==> src/rtl/serial_arith_pkg.sv <==
// Shared definitions for the bit-serial arithmetic datapath:
// sequencer state encoding and the default operand width.
package serial_arith_pkg;

  localparam int DEFAULT_WIDTH = 8;

  typedef enum logic [1:0] {
    IDLE = 2'd0,
    RUN  = 2'd1,
    DONE = 2'd2
  } state_t;

endpackage

==> src/rtl/fulladder.sv <==
// One-bit full-adder cell, time-shared by the serial sequencer.
module fulladder (
  output logic carry,
  output logic sum,
  input  logic a,
  input  logic b,
  input  logic cin
);

  assign sum   = a ^ b ^ cin;
  assign carry = (a & b) | (cin & (a ^ b));

endmodule

==> src/rtl/serial_adder_ctrl.sv <==
// Bit-serial add/subtract sequencer around a single fulladder cell.
// Operands shift through the cell LSB-first, one bit per clock, with the
// carry held in carry_q between bits.
// Optional macro SERIAL_SUB_EN adds the sub port (A - B = A + ~B + 1).
module serial_adder_ctrl
  import serial_arith_pkg::*;
#(
  parameter int WIDTH = DEFAULT_WIDTH
) (
  input  logic             clk,
  input  logic             rst_n,
  input  logic             start,
  input  logic [WIDTH-1:0] op_a,
  input  logic [WIDTH-1:0] op_b,
`ifdef SERIAL_SUB_EN
  input  logic             sub,
`endif
  output logic             busy,
  output logic             done,
  output logic [WIDTH-1:0] result,
  output logic             cout,
  output logic             ovf
);

  localparam int CNT_W = $clog2(WIDTH);

  state_t             state_q, state_d;
  logic [WIDTH-1:0]   a_sr, b_sr;
  // Holds the WIDTH-1 bits already produced; the MSB comes straight from
  // the cell on the final cycle, so the completed word is {cell sum, sum_sr}.
  logic [WIDTH-2:0]   sum_sr;
  logic [WIDTH-1:0]   sum_cat;
  logic [CNT_W-1:0]   cnt;
  logic               carry_q, cmsb_q, sub_q;
  logic               sub_in;
  logic               fa_b, fa_sum, fa_carry;
  logic               load, step, last;

`ifdef SERIAL_SUB_EN
  assign sub_in = sub;
`else
  assign sub_in = 1'b0;
`endif

  assign load    = (state_q == IDLE) && start;
  assign step    = (state_q == RUN);
  assign last    = step && (cnt == CNT_W'(WIDTH - 1));
  assign fa_b    = b_sr[0] ^ sub_q;
  assign sum_cat = {fa_sum, sum_sr};

  assign busy = (state_q != IDLE);
  assign done = (state_q == DONE);

  fulladder u_fa (
    .carry (fa_carry),
    .sum   (fa_sum),
    .a     (a_sr[0]),
    .b     (fa_b),
    .cin   (carry_q)
  );

  // State register
  always_ff @(posedge clk or negedge rst_n) begin
    if (!rst_n) state_q <= IDLE;
    else        state_q <= state_d;
  end

  // Next-state: IDLE waits for start, RUN walks the bits, DONE lasts one cycle
  always_comb begin
    state_d = state_q;
    case (state_q)
      IDLE:    if (start) state_d = RUN;
      RUN:     if (last)  state_d = DONE;
      DONE:    state_d = IDLE;
      default: state_d = IDLE;
    endcase
  end

  // Operand capture, bit-serial shifting and completion flags
  always_ff @(posedge clk or negedge rst_n) begin
    if (!rst_n) begin
      a_sr    <= '0;
      b_sr    <= '0;
      sum_sr  <= '0;
      cnt     <= '0;
      carry_q <= 1'b0;
      cmsb_q  <= 1'b0;
      sub_q   <= 1'b0;
      result  <= '0;
      cout    <= 1'b0;
      ovf     <= 1'b0;
    end else if (load) begin
      a_sr    <= op_a;
      b_sr    <= op_b;
      sub_q   <= sub_in;
      carry_q <= sub_in;
      cnt     <= '0;
    end else if (step) begin
      sum_sr  <= sum_cat[WIDTH-1:1];
      carry_q <= fa_carry;
      a_sr    <= a_sr >> 1;
      b_sr    <= b_sr >> 1;
      if (last) begin
        // carry_q here is the carry into the MSB; its xor with the carry
        // out of the MSB is the signed overflow.
        cmsb_q <= carry_q;
        result <= sum_cat;
        cout   <= fa_carry;
        ovf    <= carry_q ^ fa_carry;
      end else begin
        cnt <= cnt + 1'b1;
      end
    end
  end

endmodule

==> config.mk <==
export PLATFORM = sky130hd
export DESIGN_NAME = serial_adder_ctrl
export DESIGN_NICKNAME = d
export VERILOG_FILES = /design/src/rtl/serial_arith_pkg.sv /design/src/rtl/fulladder.sv /design/src/rtl/serial_adder_ctrl.sv
export SDC_FILE = /design/constraint.sdc
export NUM_CORES = 1
export LEC_CHECK = 0
export ABC_AREA = 0
export CELL_PAD_IN_SITES_DETAIL_PLACEMENT = 0
export CELL_PAD_IN_SITES_GLOBAL_PLACEMENT = 1
export CORE_ASPECT_RATIO = 0.8
export CORE_MARGIN = 3
export CORE_UTILIZATION = 30
export CTS_CLUSTER_SIZE = 10
export DETAILED_ROUTE_END_ITERATION = 8
export HOLD_SLACK_MARGIN = 0.12
export MAX_ROUTING_LAYER = met4
export PLACE_DENSITY_LB_ADDON = 0.1
export SLEW_MARGIN = 20
export SYNTH_ARGS = -nofsm -noshare
export SYNTH_HDL_FRONTEND = slang
export SYNTH_HIERARCHICAL = 1
export SYNTH_SLANG_ARGS = --single-unit
export TNS_END_PERCENT = 10
==> constraint.sdc <==
create_clock -name clk -period 4.43 [get_ports clk]
set_input_delay 0.6645 -clock clk [delete_from_list [all_inputs] [get_ports clk]]
set_output_delay 0.6645 -clock clk [all_outputs]
set_load 0.02 [all_outputs]
==> results.json, run 1 <==
{
  "grt_pass1_wl_microns": 5980,
  "multi_input_area_sq_um": 721,
  "grtUsageTotal": 0.116,
  "post_synth_and_or_nand_nor_area_fraction": 0.137,
  "synth_compound_area_frac": 0.131,
  "cp_cell_sequence": "or2_1 -> clkdlybuf4s50_1",
  "min_period_ns": 2.67,
  "slew_headroom": 0.407,
  "final_area_sq_mm": 0.00222,
  "io_buffers": 30,
  "max_freq_ghz": 0.374,
  "synth_seq_area_share": 0.551,
  "ctsResizeCount": 0,
  "syn-cell-area_sq_mm": 0.00177,
  "synth-edff-count": 0,
  "die_h_microns": 74.7,
  "gp_congestion": 0.668,
  "dr.pass1.iters": 4,
  "cts_setup_buffers": 0,
  "synth.distinct_cells": 25,
  "hp-class": "in2async",
  "nFillCells": 552,
  "yosysMostFrequentCell": "dfrtp_1",
  "routed_via_density": 4.86,
  "worst_ep_arrival_time_ns": 2.01,
  "whs_ns": 0.489,
  "routedWlPerCell_microns": 14.8,
  "regArea_sq_um": 976,
  "r2r-end": "sum_sr[0]",
  "synth_adder_area_share": 0.0254,
  "io_pins": 31,
  "share_comb_of_total_power": 0.393,
  "drc": 0,
  "synth_seq_cells": 39,
  "setup_viol": 0,
  "finalHoldViolations": 0,
  "die_w_microns": 91.9,
  "fin_crit_sh": 0.604,
  "globalRouteOverflowTotal": 0,
  "yosysTopAreaCell": "dfrtp_1",
  "p_clk_frac": 0.183,
  "dp.cells": 225,
  "finClkSkew_ns": 0.00776,
  "holdBufCountCts": 0,
  "final_cell_count_no_fill": 233,
  "reg2regPathDepth": 2,
  "num-nets-final": 176,
  "slew_viol_final": 0,
  "antenna_found_initial": 0,
  "power_mw": 1.62,
  "r2r_start": "state_q[0]",
  "p_switching_uw": 549,
  "switching_share": 0.340,
  "crit_type": "reg2out",
  "root_buffer": "clkbuf_8",
  "hpwl_microns": 2220,
  "postSynthCellCount": 129,
  "tightest_slew_ns": 0.890,
  "clock_path_buffers": 2,
  "ir_drop_uv": 275,
  "r2r_slack_ns": 2.17,
  "critPathMaxFanout": 32,
  "die-area_sq_mm": 0.00687,
  "routed-via-count": 1133,
  "clk_latency_ns": 0.29,
  "start_util": 0.317,
  "ys.flop_type": "dfrtp_1",
  "cap_viol_max_count": 0,
  "grt_pass1_vias": 1165,
  "antenna_left": 0,
  "clkTransAtPathRegs_ns": 0.08,
  "cts_tree": "done",
  "p_int_mw": 1.07,
  "synthToLayoutAreaGrowth_pct": 25.1,
  "synth_top_family_by_area": "simple AND/OR/NAND/NOR gates",
  "cts_made_buffers": 5,
  "placed_area_sq_mm": 0.00210,
  "netlist_top_cells_count": "dfrtp_1 (39), mux2_1 (17), o221a_2 (14), or4b_1 (14), buf_2 (9)",
  "drt-initial-drc-count": 56,
  "path_buf_inv": 1,
  "required_ns": 3.77,
  "cts.htree.levels": 2,
  "core_area_sq_mm": 0.00559,
  "seq_power_share": 0.423,
  "critPathTopFamily": "flip-flops",
  "synth_nets": 151,
  "max_stage_delay_ns": 0.93,
  "crit_path_start_kind": "flop",
  "postSynthAreaPerCell_sq_um": 13.7,
  "slowest_stage": "dfrtp_1",
  "status": "finished clean",
  "power_density_mw_per_mm2": 729,
  "synthXorXnorAreaFrac": 0.00494,
  "synth.mux.area_fraction": 0.108,
  "drive_gt1_frac": 0.148,
  "diodes": 0,
  "crit_path_end_kind": "primary output",
  "async_flop_share": 1.00,
  "p_leak_nw": 0.912,
  "clkSinkCount": 39,
  "synthTopCellsByArea": "dfrtp_1 (55%), mux2_1 (11%), o221a_2 (8.9%)",
  "rsz0062_at_grt": "false",
  "drt_wl_total_microns": 3460,
  "synth_warnings": 6,
  "synth.top_cell.area_share": 0.551,
  "grt_max_degree": 40,
  "setup-tns-final_ns": 0,
  "row_count": 24
}
## cell usage in the layout (no fill, tap or decap)
| cell type | netlist | routed |
|---|---|---|
| clkinv_2 | 0 | 1 |
| dfrtp_1 | 39 | 39 |
| nand3_1 | 3 | 3 |
| a22o_1 | 1 | 1 |
| nor3b_1 | 2 | 2 |
| clkdlybuf4s50_1 | 0 | 29 |
| o21ba_1 | 1 | 1 |
| inv_1 | 4 | 4 |
| o221ai_1 | 3 | 3 |
| nand2_1 | 2 | 2 |
| nor4bb_1 | 2 | 2 |
| buf_2 | 9 | 1 |
| a211o_1 | 2 | 2 |
| or4b_1 | 14 | 14 |
| o21bai_1 | 1 | 1 |
| ha_1 | 2 | 2 |
| xor2_1 | 1 | 1 |
| clkinv_4 | 0 | 1 |
| nand3b_1 | 1 | 1 |
| a21oi_1 | 1 | 1 |
| o221a_2 | 14 | 14 |
| nand2b_1 | 2 | 2 |
| nor2b_1 | 2 | 2 |
| fa_1 | 1 | 1 |
| bufinv_16 | 0 | 1 |
| clkbuf_8 | 0 | 5 |
| mux2_1 | 17 | 17 |
| or2_1 | 2 | 2 |
## per-layer routing
metal / part of all wire / GRT usage
met5: 0 / -
met4: 0.013 / 0.0395
met3: 0.038 / 0.0340
met2: 0.41 / 0.166
met1: 0.54 / 0.158
## how the worst max path moves through the flow
stage,endpoint,slack [ns],cells after the start,startpoint
after floorplan,done,2.73,3,state_q[0]
after global placement,a_sr[4],2.01,3,start
after detailed placement,a_sr[6],1.89,3,start
after CTS,busy,1.71,2,state_q[0]
after global routing,busy,1.63,2,state_q[0]
final,busy,1.76,2,state_q[0]
## power groups by stage
stage                     Sequential (mW)  Clock [mW]  Combinational [mW]
after CTS                           0.686       0.308               0.650
final                               0.684       0.296               0.636
after global routing                0.712       0.322               0.710
after floorplan                     0.680           0               0.456
after detailed placement            0.692           0               0.652
after global placement              0.684           0               0.638
## sequential cells by signal, summed over array words and instances (netlist names)
| register | flops |
|---|---|
| ovf | 1 |
| result | 8 |
| carry_q | 1 |
| a_sr | 8 |
| cout | 1 |
| state_q | 2 |
| cnt | 3 |
| b_sr | 8 |
| sum_sr | 7 |
## per-stage QoR
stage / setup slack, ns / util
6_report: 1.76 / 0.397
4_1_cts: 1.71 / 0.397
3_3_place_gp: 2.01 / 0.377
3_5_place_dp: 1.89 / 0.377
5_1_grt: 1.63 / 0.397
2_1_floorplan: 2.73 / -
## logic make-up after synthesis
logic type | after synthesis
AO/OA/AOI/OAI | 23
XOR/XNOR | 1
adder cells (fa/ha/maj) | 3
buffers and inverters | 16
flip-flops | 39
multiplexers | 17
AND/OR/NAND/NOR | 30
## final cells by class
class | count | area share
well taps | 78 | 0.0440
repair buffers | 30 | 0.133
flip-flops and latches | 39 | 0.440
multi-input cells | 74 | 0.325
inverters | 4 | 0.00677
clock buffers | 5 | 0.0310
clock inverters | 3 | 0.0198
Note: power is estimated with default switching activity, not from simulation.
==> run 2: changes to the inputs <==
==> constraint.sdc (replaced) <==
create_clock -name clk -period 2.19 [get_ports clk]
set_input_delay 0.3285 -clock clk [delete_from_list [all_inputs] [get_ports clk]]
set_output_delay 0.3285 -clock clk [all_outputs]
set_load 0.02 [all_outputs]
==> run 2 against run 1 <==
  * Combinational power rose by 120%
  * Sequential power rose by 94%
  * Worst setup slack got worse by 1.5 ns
  * Sequential share of layout area fell by 0.12 points
  * Critical endpoint is now done
  * Largest power group is now combinational cells
==> results.json, run 2 (same netlist as run 1, synthesis figures left out) <==
{
  "ir_drop_uv": 389,
  "p_leak_nw": 0.920,
  "cts_setup_buffers": 0,
  "power_density_mw_per_mm2": 1440,
  "rsz0062_at_grt": "false",
  "setup-tns-final_ns": 0,
  "r2r_start": "cnt[0]",
  "reg2regPathDepth": 4,
  "slew_headroom": 0.425,
  "routed_via_density": 4.95,
  "crit_type": "reg2out",
  "finalHoldViolations": 0,
  "antenna_left": 0,
  "cts_made_buffers": 5,
  "drt_wl_total_microns": 3520,
  "die_h_microns": 74.7,
  "most-common-layout-cells": "dfrtp_1 (39), clkdlybuf4s50_1 (29), mux2_1 (17)",
  "die_w_microns": 91.9,
  "tightest_slew_ns": 0.863,
  "fin_crit_sh": 0.906,
  "layout_commonest_cell": "dfrtp_1",
  "power_mw": 3.21,
  "dr.pass1.iters": 4,
  "required_ns": 1.86,
  "nFillCells": 553,
  "antenna_found_initial": 0,
  "root_buffer": "clkbuf_8",
  "grt_pass1_vias": 1187,
  "grt_max_degree": 40,
  "io_buffers": 30,
  "hp-class": "in2async",
  "globalRouteOverflowTotal": 0,
  "met3_usage": 0.0320,
  "crit_path_start_kind": "flop",
  "slew_viol_final": 0,
  "row_count": 24,
  "start_util": 0.317,
  "use_met2": 0.171,
  "diodes": 0,
  "clock_path_buffers": 2,
  "grt_pass1_wl_microns": 6020,
  "holdBufCountCts": 0,
  "synthToLayoutAreaGrowth_pct": 25.5,
  "clkTransAtPathRegs_ns": 0.08,
  "grt_util_met1": 0.160,
  "hpwl_microns": 2490,
  "max_stage_delay_ns": 0.61,
  "r2r-end": "result[0]",
  "routed-via-count": 1177,
  "timing.final.ws_setup_ns": 0.207,
  "grtUsageTotal": 0.118,
  "clkSinkCount": 39,
  "r2r_slack_ns": 0.36,
  "drc": 0,
  "cap_viol_max_count": 0,
  "crit_path_end_kind": "primary output",
  "cts_tree": "done",
  "min_period_ns": 1.98,
  "status": "finished clean",
  "routedWlPerCell_microns": 14.8,
  "crit_end": "done",
  "ctsResizeCount": 0,
  "slowest_stage": "clkdlybuf4s50_1",
  "cp_cell_sequence": "nor2b_1 -> clkdlybuf4s50_1",
  "pre_cts_slack_ns": 0.335,
  "gp_congestion": 0.681,
  "drive_gt1_frac": 0.163,
  "critPathMaxFanout": 15,
  "setup_viol": 0,
  "startpoint": "state_q[1]",
  "finClkSkew_ns": 0.00422,
  "io_pins": 31,
  "max_freq_ghz": 0.504,
  "num-nets-final": 181,
  "clk_latency_ns": 0.29,
  "largestRegisters": "a_sr: 8 flops, b_sr: 8 flops, result: 8 flops",
  "worst_ep_arrival_time_ns": 1.65,
  "die-area_sq_mm": 0.00687,
  "cts.htree.levels": 2,
  "core_area_sq_mm": 0.00559,
  "drt-initial-drc-count": 33,
  "top_usage_layer": "met2"
}
run 2: cell count changes in the layout (fill, tap and decap cells not counted):
cell / previous run / this run
clkbuf_1: 0 / 2
buf_4: 0 / 5
clkinv_4: 1 / 0
bufinv_16: 1 / 0
run 2: where the power goes:
part	total, mW	switching (mW)	internal [mW]	leakage (nW)
registers	1.33	0.253	1.08	0.467
clock network	0.470	0.246	0.224	0.0422
logic	1.41	0.626	0.780	0.410
total	3.21	1.12	2.09	0.920
run 2: layout make-up:
type | instances | area (sq um) | share of cell area
well taps | 78 | 97.6 | 0.0439
flip-flops and latches | 39 | 976 | 0.439
clock buffers | 7 | 76.3 | 0.0343
multi-input cells | 74 | 721 | 0.324
clock inverters | 1 | 5.00 | 0.00225
inverters | 4 | 15.0 | 0.00675
repair buffers | 35 | 333 | 0.150
run 2: worst max-delay path, delay by kind of cell (launching register included):
kind          cells  cell delay (ns)
buf+inv           1             0.61
flops             1             0.58
simple gates      1             0.18
run 2: per-stage QoR:
stage,hold WS (ns),area [sq um],utilization,std cells
final,0.146,2220,0.398,238
after global routing,0.226,2220,0.398,238
after CTS,0.184,2220,0.398,238
after detailed placement,0.477,2140,0.384,230
after global placement,0.478,2140,0.384,230
after floorplan,0.0329,1770,-,129
run 2: per-layer routing:
metal,vias up,part of all wire,wire length (microns)
met5,-,0,0
met4,0,0.014,50
met3,8,0.043,152
met2,22,0.44,1560
met1,594,0.50,1760
li1,553,-,-
run 2: worst min path at each step:
stage	to	slack, ns	from
finish	cnt[0]	0.15	rst_n
global route	cnt[1]	0.23	rst_n
CTS	cnt[0]	0.18	rst_n
detailed placement	sum_sr[0]	0.48	sum_sr[0]
global placement	result[0]	0.48	sum_sr[0]
floorplan	a_sr[0]	0.03	rst_n
==> run 3: changes to the inputs <==
--- a/config.mk
+++ b/config.mk
@@ -14,8 +14,8 @@
 export CTS_CLUSTER_SIZE = 10
 export DETAILED_ROUTE_END_ITERATION = 8
 export HOLD_SLACK_MARGIN = 0.12
-export MAX_ROUTING_LAYER = met4
 export PLACE_DENSITY_LB_ADDON = 0.1
+export SKIP_CTS_REPAIR_TIMING = 1
 export SLEW_MARGIN = 20
 export SYNTH_ARGS = -nofsm -noshare
 export SYNTH_HDL_FRONTEND = slang
==> run 3 against run 2 <==
  * Non-clock buffer count is the same
  * Critical path depth is the same
  * Final area is the same
  * Worst setup slack lost 0.0017 ns
  * Critical endpoint unchanged
  * Highest routed layer unchanged
==> results.json, run 3 (same netlist as run 1, synthesis figures left out) <==
{
  "status": "finished clean",
  "row_count": 24,
  "cts_tree": "done",
  "most-common-layout-cells": "dfrtp_1 (39), clkdlybuf4s50_1 (29), mux2_1 (17)",
  "die_h_microns": 74.7,
  "largestRegisters": "a_sr: 8 flops, b_sr: 8 flops, result: 8 flops",
  "routed-via-count": 1173,
  "power_density_mw_per_mm2": 1440,
  "grt_max_degree": 40,
  "rsz0062_at_grt": "false",
  "setup_viol": 0,
  "globalRouteOverflowTotal": 0,
  "clk_latency_ns": 0.29,
  "slew_headroom": 0.429,
  "worst_ep_arrival_time_ns": 1.66,
  "required_ns": 1.86,
  "grt_pass1_wl_microns": 6000,
  "highest-signal-layer": "met4",
  "power_mw": 3.21,
  "crit_path_start_kind": "flop",
  "p_leak_nw": 0.920,
  "drive_gt1_frac": 0.163,
  "core_area_sq_mm": 0.00559,
  "diodes": 0,
  "fin_crit_sh": 0.906,
  "num-nets-final": 181,
  "cts.htree.levels": 2,
  "io_buffers": 30,
  "tightest_slew_ns": 0.857,
  "drc": 0,
  "dr.pass1.iters": 4,
  "slew_viol_final": 0,
  "crit_path_end_kind": "primary output",
  "finClkSkew_ns": 0.00436,
  "drt-met1-wl_microns": 1750,
  "die-area_sq_mm": 0.00687,
  "synthToLayoutAreaGrowth_pct": 25.5,
  "wl_met2_microns": 1550,
  "cp_cell_sequence": "nor2b_1 -> clkdlybuf4s50_1",
  "ir_drop_uv": 389,
  "routed_via_density": 4.93,
  "antenna_found_initial": 0,
  "layout_commonest_cell": "dfrtp_1",
  "finalHoldViolations": 0,
  "min_period_ns": 1.99,
  "drt-initial-drc-count": 26,
  "max_stage_delay_ns": 0.61,
  "io_pins": 31,
  "clock_path_buffers": 2,
  "wl_met3_microns": 162,
  "grtUsageTotal": 0.114,
  "hp-class": "in2async",
  "grt_pass1_vias": 1189,
  "root_buffer": "clkbuf_8",
  "drt_wl_total_microns": 3520,
  "max_freq_ghz": 0.504,
  "hpwl_microns": 2490,
  "cap_viol_max_count": 0,
  "clkTransAtPathRegs_ns": 0.08,
  "gp_congestion": 0.674,
  "antenna_left": 0,
  "cts_made_buffers": 5,
  "routedWlPerCell_microns": 14.8,
  "critPathMaxFanout": 15,
  "crit_type": "reg2out",
  "setup-tns-final_ns": 0,
  "die_w_microns": 91.9,
  "start_util": 0.317,
  "clkSinkCount": 39,
  "slowest_stage": "clkdlybuf4s50_1"
}
## run 3: cell counts in the layout (fill, tap and decap cells not counted)
No cell type changed its count.
## run 3: per-stage QoR
stage / cells / worst slack (ns) / hold slack, ns / instance area (sq um) / utilization
floorplan: 129 / 0.616 / 0.0329 / 1770 / -
global placement: 230 / 0.387 / 0.478 / 2140 / 0.384
detailed placement: 230 / 0.335 / 0.477 / 2140 / 0.384
CTS: 238 / 0.177 / 0.184 / 2220 / 0.398
global route: 238 / 0.0874 / 0.227 / 2220 / 0.398
finish: 238 / 0.205 / 0.145 / 2220 / 0.398
## run 3: report_power, final
group | internal, mW | switching [mW] | total, mW
Clock | 0.224 | 0.246 | 0.470
Combinational | 0.781 | 0.626 | 1.41
Sequential | 1.08 | 0.252 | 1.33
Total | 2.09 | 1.12 | 3.21
## run 3: worst paths after layout
kind / from / endpoint / slack (ns) / cells after the start
min in group clk: sum_sr[0] / sum_sr[0] / 0.49 / 1
max in group asynchronous: rst_n / b_sr[2] / 1.51 / 1
setup / recovery: state_q[1] / done / 0.20 / 2
hold reg to reg: sum_sr[0] / sum_sr[0] / 0.49 / 1
setup reg to reg: cnt[0] / result[0] / 0.36 / 4
hold / removal: rst_n / cnt[0] / 0.15 / 1
## run 3: area by class of cell
| cell class | count | area, sq um |
|---|---|---|
| tap | 78 | 97.6 |
| inverter | 4 | 15.0 |
| multi-input combinational | 74 | 721 |
| fill | 553 | 3360 |
| sequential | 39 | 976 |
| timing repair buffer | 35 | 333 |
| clock inverter | 1 | 5.00 |
| clock buffer | 7 | 76.3 |
## run 3: layer usage
layer  GRT usage  up-vias
met1       0.160      587
met3      0.0330        8
li1            -      554
met4      0.0445        0
met2       0.170       24
met5           0        -
## run 3: worst max-delay path, delay by kind of cell, from the launching register on
family / cells / cell delay [ns]
buf+inv: 1 / 0.61
flops: 1 / 0.58
simple gates: 1 / 0.18
